--- src/rtl/loader_pkg.sv ---
// Shared types and constants for the instruction-memory loader.
// The state enum is exported so the FSM state can be observed on the debug port.
package loader_pkg;

    localparam int WORD_W = 32;

    typedef enum logic [2:0] {
        IDLE = 3'd0,
        LEN0 = 3'd1,
        LEN1 = 3'd2,
        DATA = 3'd3,
        CSUM = 3'd4,
        DONE = 3'd5,
        ERR  = 3'd6
    } loader_state_e;

    typedef enum logic [1:0] {
        ERR_NONE = 2'b00,
        ERR_LEN  = 2'b01,
        ERR_CSUM = 2'b10
    } err_code_e;

endpackage

--- src/rtl/imem_loader_byte_packer.sv ---
// Assembles four stream bytes, LSB first, into one 32-bit word.
// word_valid/word are combinational on the 4th accepted byte so the caller can register the write.
module byte_packer
    import loader_pkg::*;
(
    input  logic              clk,
    input  logic              rst,
    input  logic              clear,
    input  logic              byte_en,
    input  logic [7:0]        byte_in,
    output logic              word_valid,
    output logic [WORD_W-1:0] word
);

    logic [1:0]        cnt_q, cnt_d;
    logic [WORD_W-1:0] sr_q,  sr_d;

    always_comb begin
        cnt_d = cnt_q;
        sr_d  = sr_q;
        if (clear) begin
            cnt_d = '0;
            sr_d  = '0;
        end else if (byte_en) begin
            cnt_d = cnt_q + 2'd1;
            sr_d  = {byte_in, sr_q[WORD_W-1:8]};
        end
    end

    assign word_valid = byte_en && !clear && (cnt_q == 2'd3);
    assign word       = {byte_in, sr_q[WORD_W-1:8]};

    always_ff @(posedge clk) begin
        if (rst) begin
            cnt_q <= '0;
            sr_q  <= '0;
        end else begin
            cnt_q <= cnt_d;
            sr_q  <= sr_d;
        end
    end

endmodule

--- src/rtl/imem_loader.sv ---
// Streams a length-prefixed, XOR-checksummed program image into instruction memory
// and releases the core only after the whole image has been written and verified.
module imem_loader
    import loader_pkg::*;
#(
    parameter int ADDR_W = 8,
    parameter int DEPTH  = 256
) (
    input  logic              clk,
    input  logic              rst,
    input  logic              start,
    input  logic              byte_valid,
    input  logic [7:0]        byte_data,
    output logic              byte_ready,
    output logic              imem_we,
    output logic [ADDR_W-1:0] imem_addr,
    output logic [WORD_W-1:0] imem_wdata,
    output logic              core_enable,
    output logic              busy,
    output logic              done,
    output logic              error,
    output logic [1:0]        err_code,
    output logic [2:0]        dbg_state
);

    // Handshake: a byte moves on a rising clk edge where byte_valid && byte_ready;
    // byte_ready depends only on state, never on byte_valid.

    loader_state_e     state_q, state_d;
    logic [15:0]       len_q, len_d;
    logic [ADDR_W:0]   widx_q, widx_d;
    logic [7:0]        csum_q, csum_d;
    logic [1:0]        err_code_q, err_code_d;
    logic              we_q, we_d;
    logic [ADDR_W-1:0] addr_q, addr_d;
    logic [WORD_W-1:0] wdata_q, wdata_d;

    logic              hs;
    logic              pk_clear;
    logic              pk_en;
    logic              pk_word_valid;
    logic [WORD_W-1:0] pk_word;
    logic [15:0]       len_full;

    byte_packer u_packer (
        .clk        (clk),
        .rst        (rst),
        .clear      (pk_clear),
        .byte_en    (pk_en),
        .byte_in    (byte_data),
        .word_valid (pk_word_valid),
        .word       (pk_word)
    );

    assign byte_ready = (state_q == LEN0) || (state_q == LEN1) ||
                        (state_q == DATA) || (state_q == CSUM);
    assign busy        = byte_ready;
    assign done        = (state_q == DONE);
    assign core_enable = (state_q == DONE);
    assign error       = (state_q == ERR);
    assign err_code    = err_code_q;
    assign imem_we     = we_q;
    assign imem_addr   = addr_q;
    assign imem_wdata  = wdata_q;
    assign dbg_state   = state_q;

    assign hs       = byte_valid && byte_ready;
    assign len_full = {byte_data, len_q[7:0]};

    always_comb begin
        state_d    = state_q;
        len_d      = len_q;
        widx_d     = widx_q;
        csum_d     = csum_q;
        err_code_d = err_code_q;
        pk_clear   = 1'b0;
        pk_en      = 1'b0;

        case (state_q)
            IDLE, DONE, ERR: begin
                if (start) begin
                    state_d    = LEN0;
                    len_d      = '0;
                    widx_d     = '0;
                    csum_d     = '0;
                    err_code_d = ERR_NONE;
                    pk_clear   = 1'b1;
                end
            end
            LEN0: begin
                if (hs) begin
                    len_d[7:0] = byte_data;
                    csum_d     = csum_q ^ byte_data;
                    state_d    = LEN1;
                end
            end
            LEN1: begin
                if (hs) begin
                    len_d  = len_full;
                    csum_d = csum_q ^ byte_data;
                    if (17'(len_full) > 17'(DEPTH)) begin
                        state_d    = ERR;
                        err_code_d = ERR_LEN;
                    end else if (len_full == 16'd0) begin
                        state_d = CSUM;
                    end else begin
                        state_d = DATA;
                    end
                end
            end
            DATA: begin
                if (hs) begin
                    csum_d = csum_q ^ byte_data;
                    pk_en  = 1'b1;
                    if (pk_word_valid) begin
                        widx_d = widx_q + 1'b1;
                        if (17'(widx_q) + 17'd1 == 17'(len_q)) begin
                            state_d = CSUM;
                        end
                    end
                end
            end
            CSUM: begin
                if (hs) begin
                    if (byte_data == csum_q) begin
                        state_d = DONE;
                    end else begin
                        state_d    = ERR;
                        err_code_d = ERR_CSUM;
                    end
                end
            end
            default: state_d = IDLE;
        endcase
    end

    // Write port is registered: the word lands in memory the cycle after its 4th byte.
    always_comb begin
        we_d    = pk_word_valid;
        addr_d  = addr_q;
        wdata_d = wdata_q;
        if (pk_word_valid) begin
            addr_d  = widx_q[ADDR_W-1:0];
            wdata_d = pk_word;
        end
    end

    always_ff @(posedge clk) begin
        if (rst) begin
            state_q    <= IDLE;
            len_q      <= '0;
            widx_q     <= '0;
            csum_q     <= '0;
            err_code_q <= ERR_NONE;
            we_q       <= 1'b0;
            addr_q     <= '0;
            wdata_q    <= '0;
        end else begin
            state_q    <= state_d;
            len_q      <= len_d;
            widx_q     <= widx_d;
            csum_q     <= csum_d;
            err_code_q <= err_code_d;
            we_q       <= we_d;
            addr_q     <= addr_d;
            wdata_q    <= wdata_d;
        end
    end

endmodule

--- config.mk ---
export PLATFORM = sky130hd
export DESIGN_NAME = imem_loader
export DESIGN_NICKNAME = d
export VERILOG_FILES = /design/src/rtl/loader_pkg.sv /design/src/rtl/imem_loader_byte_packer.sv /design/src/rtl/imem_loader.sv
export SDC_FILE = /design/constraint.sdc
export NUM_CORES = 1
export LEC_CHECK = 0
export ABC_AREA = 1
export CORE_ASPECT_RATIO = 1.2
export CORE_UTILIZATION = 49
export CTS_CLUSTER_SIZE = 14
export DETAILED_ROUTE_END_ITERATION = 8
export PLACE_DENSITY = 0.76
export SLEW_MARGIN = 25
export SYNTH_ARGS = -nofsm -noshare
export SYNTH_HDL_FRONTEND = slang
export SYNTH_SLANG_ARGS = --single-unit
--- constraint.sdc ---
create_clock -name clk -period 1.7 [get_ports clk]
set_clock_uncertainty 0.1 [all_clocks]
set_input_delay 0.17 -clock clk [delete_from_list [all_inputs] [get_ports clk]]
set_output_delay 0.17 -clock clk [all_outputs]
set_load 0.01 [all_outputs]
==> flow_summary.toml, run 1 <==
[sta]
setup_tns_ps = -6234
fin_crit_ps = 1897
finalSetupViolCount = 70
rsz0062_at_grt = "true"
hold_viol_final = 0
max_slew.worst_pin.slew_ps = 381.8
slew_viol_final = 0
slew_headroom = 0.7455
clock.fmax_ghz = 0.5273
fin_crit_sh = 1.116
finalWorstSetupSlack_ps = -196.6

[pwr]
p_clk_frac = 0.202
netSwitchingPower_uw = 3265
intPower_uw = 5203
seqPwrFrac = 0.337
power_density_nw_per_um2 = 1222
ir_worst_vdd_mv = 0.6994
p_total_uw = 8468
p_sw_frac = 0.3856
p_leak_uw = 0.002805
combPwrFrac = 0.461

[cts]
cts_made_buffers = 9
clk_pin_slew_worst_paths_ps = 100
cts_tree = "done"
htreeDepth = 3
clock_latency_ps = 380
cts.sinks = 105
cts_hold_buf = 0
cts_root_buffer = "clkbuf_8"
ctsLongestPathBuffers = 2

[layout]
diodes = 0
nFillCells = 598
utilization = 0.7630
drive_gt1_frac = 0.3225
layout.nets = 778
synthToLayoutAreaGrowth_pct = 51.19

[synthesis]
synth.most_common_cell = "nand2_1"
syn_area_um2 = 4583
synth_compound_area_frac = 0.1865
synth_xor_area_frac = 0.01529
yosysSeqAreaShare = 0.4586
synth_top_family_by_area = "simple AND/OR/NAND/NOR gates"
yosysTopAreaCell = "dfxtp_1"
syn_nets = 642
ys_seq_elements = 105
synth_top_cells_by_area = "dfxtp_1 46%, nand2_1 12%, nor2_1 7.6%"
synthSimpleGateAreaFrac = 0.2613
synthTopCellsByCount = "151 x nand2_1, 105 x dfxtp_1, 93 x nor2_1"
synth-edff-count = 0
yosys.area.top_type_share = 0.4586
synth-main-ff-cell = "dfxtp_1"
synth-adder-area-share = 0.005460
synth.distinct_cells = 32
synth_mux_area_frac = 0
yosys_warnings = 0
avgSynthCellArea_um2 = 7.298
synthArstFlopShare = 0
postSynthCellCount = 628

[worst_hold_path]
min_path_type = "flop to flop"

[setup_path]
path_cells = "nand2_1 -> nor3_1 -> nand2_1 -> nand2_1 -> nand3_1 -> nor2_2 -> nand3_2 -> nand2_4 -> nand3b_1 -> nand2_1 -> inv_1"
required_ps = 1890
worstSetupEndpointType = "flop"
cpMostUsedCell = "nand2_1"
critPathMaxStageDelay_ps = 410
startpoint_type = "flop"
crit_fanout = 5
crit_arrival_ps = 2080
slowest_stage = "dfxtp_1"
critPathKind = "flop to flop"

[floorplanning]
core-area_um2 = 9081
dieArea_um2 = 9746
rows = 38
pin_count = 63
start_util = 0.5047
die_w_um = 90.29
die_y_um = 107.9

[route]
dr_total_vias = 4919
detail-route-antenna-nets = 0
avgRoutedWirePerCell_um = 16.74
drt_pass1_iterations = 5
drtIter0Drc = 310
post_drt_via_cell_ratio = 5.533
drcViolationCount = 0
wl_um = 14890

[global_route]
top_usage_layer = "met2"
grt_use_met3 = 0.04430
grt_overflow_total = 0
grt_pass1_wl_um = 20660
first_global_vias = 4514
grt_max_degree = 42
use_met1 = 0.2913
use_met2 = 0.4842
grt_use_total = 0.2639
grt_antenna_before_repair = 0

[run_status]
status = "finished with violations"
violations = "negative setup slack"

[place]
io_buffers = 62
dp_slack_ps = -263.6
hpwl_um = 8526
finalWeightedCongestion = 0.9319

[run]
maxCapViolations = 0
[kinds of logic after synthesis]
family | Yosys count
XOR/XNOR | 8
AND/OR/NAND/NOR | 293
flip-flops | 105
adder cells (fa/ha/maj) | 2
buffers and inverters | 77
AO/OA/AOI/OAI | 143
[per-layer routing]
| layer | up-vias | wire [um] |
|---|---|---|
| met5 | - | 0 |
| met3 | 62 | 661 |
| met1 | 2361 | 5632 |
| li1 | 2317 | - |
| met4 | 0 | 807 |
| met2 | 179 | 7785 |
[worst paths after layout]
kind / cells after the start / slack (ps) / to / startpoint
max: 11 / -200 / dbg_state[1] / widx_q[7]
min reg2reg: 2 / 370 / u_packer.sr_q[11] / u_packer.sr_q[11]
min: 2 / 370 / u_packer.sr_q[11] / u_packer.sr_q[11]
max reg2reg: 11 / -200 / dbg_state[1] / widx_q[7]
[sequential cells by signal (all words and copies together) (netlist names)]
register and flops:
u_packer.cnt_q 2, imem_addr 8, u_packer.sr_q 24, err_code 2, csum_q 8, imem_wdata 32, widx_q 9, len_q 16
dbg_state 3, imem_we 1
[power groups by stage]
stage | logic [uW] | registers [uW] | clock network (uW)
after CTS | 3030 | 2830 | 1710
after floorplan | 1680 | 2850 | 0
after global routing | 4160 | 2870 | 1820
after detailed placement | 2610 | 2860 | 0
final | 3910 | 2850 | 1710
after global placement | 2570 | 2850 | 0
[through the flow]
stage | cells | instance area, um2 | hold WS (ps)
global placement | 841 | 5712 | 348.6
finish | 889 | 6929 | 374.3
CTS | 865 | 6236 | 372.2
floorplan | 628 | 4583 | 204.9
detailed placement | 841 | 5712 | 357.5
global route | 889 | 6929 | 388.5
[placed cells by master (no fill, tap or decap), drive strengths merged, types with 8 or more instances in the layout]
master and instances:
nand2 152, dfxtp 105, nor2 99, buf 93
a21oi 71, o21ai 56, clkdlybuf4s50 54, inv 46
nand3 31, clkbuf 14, a211oi 8
[area by class of cell]
class	count	area, um2	area share
multi-input cells	448	2663	0.3843
repair buffers	154	1575	0.2273
clock buffers	10	137.6	0.01986
clock inverters	6	85.08	0.01228
repair inverters	1	8.758	0.001264
flip-flops and latches	105	2121	0.3061
well taps	120	150.1	0.02167
inverters	45	188.9	0.02727
[critical path, delay by kind of cell (launching register included)]
kind                   cells  cell delay, ps
DFF                        1             410
and+or+nand+nor           10            1240
buffers and inverters      1              50
[repair_timing]
item / in CTS / in global routing
pin swaps: 15 / 48
setup buffers: 7 / 19
resized for setup: 70 / 168
setup endpoints to repair: 101 / 95
gates cloned: 2 / 9
No activity file was read; power rests on OpenSTA's default activity.
==> run 2, diff against run 1 <==
--- a/config.mk
+++ b/config.mk
@@ -7,10 +7,10 @@
 export LEC_CHECK = 0
 export ABC_AREA = 1
 export CORE_ASPECT_RATIO = 1.2
-export CORE_UTILIZATION = 49
+export CORE_UTILIZATION = 55
 export CTS_CLUSTER_SIZE = 14
 export DETAILED_ROUTE_END_ITERATION = 8
-export PLACE_DENSITY = 0.76
+export PLACE_DENSITY = 0.81
 export SLEW_MARGIN = 25
 export SYNTH_ARGS = -nofsm -noshare
 export SYNTH_HDL_FRONTEND = slang
==> constraint.sdc (replaced) <==
create_clock -name clk -period 2.41 [get_ports clk]
set_clock_uncertainty 0.1 [all_clocks]
set_input_delay 0.241 -clock clk [delete_from_list [all_inputs] [get_ports clk]]
set_output_delay 0.241 -clock clk [all_outputs]
set_load 0.01 [all_outputs]
==> run 2 against run 1 <==
The flow now finishes without violations. Die area fell by 11%. Power fell by 45%. Utilization decreased by 8.9 points. Combinational power decreased by 61%. Sequential share of layout area increased by 7.9 points. Sequential power shrank 30%. Via count decreased by 15%. Global-route usage is 0.50 points higher. First-iteration DRC count shrank 23%. Routed wire length is 24% lower. Critical path type is now flop to primary output. Largest cell class unchanged. Highest routed layer unchanged.
==> flow_summary.toml, run 2 (same netlist as run 1, synthesis figures left out) <==
[sta]
max_slew.worst_pin.slew_ps = 856.5
finalSetupViolCount = 0
finalWorstSetupSlack_ps = 142.8
slew_viol_final = 0
clock.fmax_ghz = 0.4411
hold_viol_final = 0
setup_tns_ps = 0
fin_hold_ws_ps = 369.4
fin_crit_ps = 2267
fin_crit_sh = 0.9408
rsz0062_at_grt = "false"
slew_headroom = 0.4273

[layout]
diodes = 0
layout.nets = 697
multi_input_area_um2 = 2147
layout.area.seq_um2 = 2103
synthToLayoutAreaGrowth_pct = 19.19
largest_reg_flops = 32
nFillCells = 685
final_cell_mix = "151 x nand2_1, 104 x dfxtp_1, 93 x nor2_1"
finalNonFillerCells = 782
fin_area_um2 = 5463
final_common_cell = "nand2_1"
drive_gt1_frac = 0.08443

[setup_path]
worstSetupEndpointType = "primary output"
critPathKind = "flop to primary output"
crit_arrival_ps = 1930
startpoint_type = "flop"
crit_fanout = 8
required_ps = 2070

[route]
drtIter0Drc = 239
detail-route-antenna-nets = 0
drcViolationCount = 0
dr_total_vias = 4197
avgRoutedWirePerCell_um = 14.39
post_drt_via_cell_ratio = 5.367
wl_um = 11250
drt_pass1_iterations = 4

[global_route]
grt_overflow_total = 0
grt_pass1_wl_um = 18370
grt_antenna_before_repair = 0
grt_max_degree = 30
first_global_vias = 3911
grt_use_total = 0.2690

[cts]
cts_hold_buf = 0
htreeDepth = 3
post_cts_resized = 0
cts_made_buffers = 9
cts.sinks = 105
ctsLongestPathBuffers = 2
cts_tree = "done"
clock_latency_ps = 380
postCtsSetupBuffers = 0
clk_pin_slew_worst_paths_ps = 100
cts_root_buffer = "clkbuf_8"

[place]
dpl.cell_count = 767
hpwl_um = 8230
io_buffers = 62
dp_slack_ps = 191.8
postPlaceCellArea_um2 = 5263
finalWeightedCongestion = 0.8554

[floorplanning]
rows = 36
core-area_um2 = 8108
die_y_um = 102.0
pin_count = 63
start_util = 0.5653
die_w_um = 85.33
dieArea_um2 = 8703

[run]
maxCapViolations = 0

[pwr]
p_leak_uw = 0.002218
ir_worst_vdd_mv = 0.5248
power_density_nw_per_um2 = 849.1

[worst_hold_path]
min_path_type = "flop to flop"

[run_status]
status = "complete, no violations"
-- run 2: changes by cell type in the layout (fill, tap and decap cells not counted), moves of 15 or more --
cell,change
buf_4,-47
nand2_1,+22
nand2_2,-15
o21ai_0,+44
o21ai_2,-37
-- run 2: final cells by class --
| type | count | share of cell area |
|---|---|---|
| multi-input cells | 446 | 0.3930 |
| flip-flops and latches | 105 | 0.3850 |
| repair buffers | 76 | 0.1328 |
| inverters | 45 | 0.03092 |
| clock buffers | 9 | 0.02268 |
| well taps | 95 | 0.02176 |
| clock inverters | 6 | 0.01374 |
-- run 2: final timing paths --
kind	start	slack, ps	cells past startpoint	end
worst max-delay path	dbg_state[0]	140	5	byte_ready
worst min-delay path	len_q[14]	370	2	len_q[14]
worst max register to register	widx_q[1]	300	14	dbg_state[2]
worst min register to register	len_q[14]	370	2	len_q[14]
-- run 2: routing by layer --
| metal | GRT usage | up-vias | wire, um |
|---|---|---|---|
| met5 | 0 | - | 0 |
| met4 | 0.1141 | 0 | 350 |
| met3 | 0.04362 | 27 | 349 |
| met2 | 0.5043 | 81 | 5924 |
| met1 | 0.3032 | 1949 | 4627 |
| li1 | - | 2140 | - |
-- run 2: critical path, cell delays in order, from the launching register on --
cell             delay, ps
dfxtp_1                440
nor2_1                 110
nor2_2                 220
inv_2                  130
nand2_1                110
clkdlybuf4s50_1        550
-- run 2: through the flow --
stage,util,total power (uW)
3_5_place_dp,0.6491,3551
3_3_place_gp,0.6491,3515
5_1_grt,0.6738,4906
6_report,0.6738,4638
4_1_cts,0.6736,4645
2_1_floorplan,-,3192
-- run 2: power by group --
part           leakage [uW]  switching [uW]  total, uW  internal (uW)
Clock             0.0000978             627       1120            489
Sequential         0.000850             110       1990           1880
Combinational       0.00127             953       1530            578
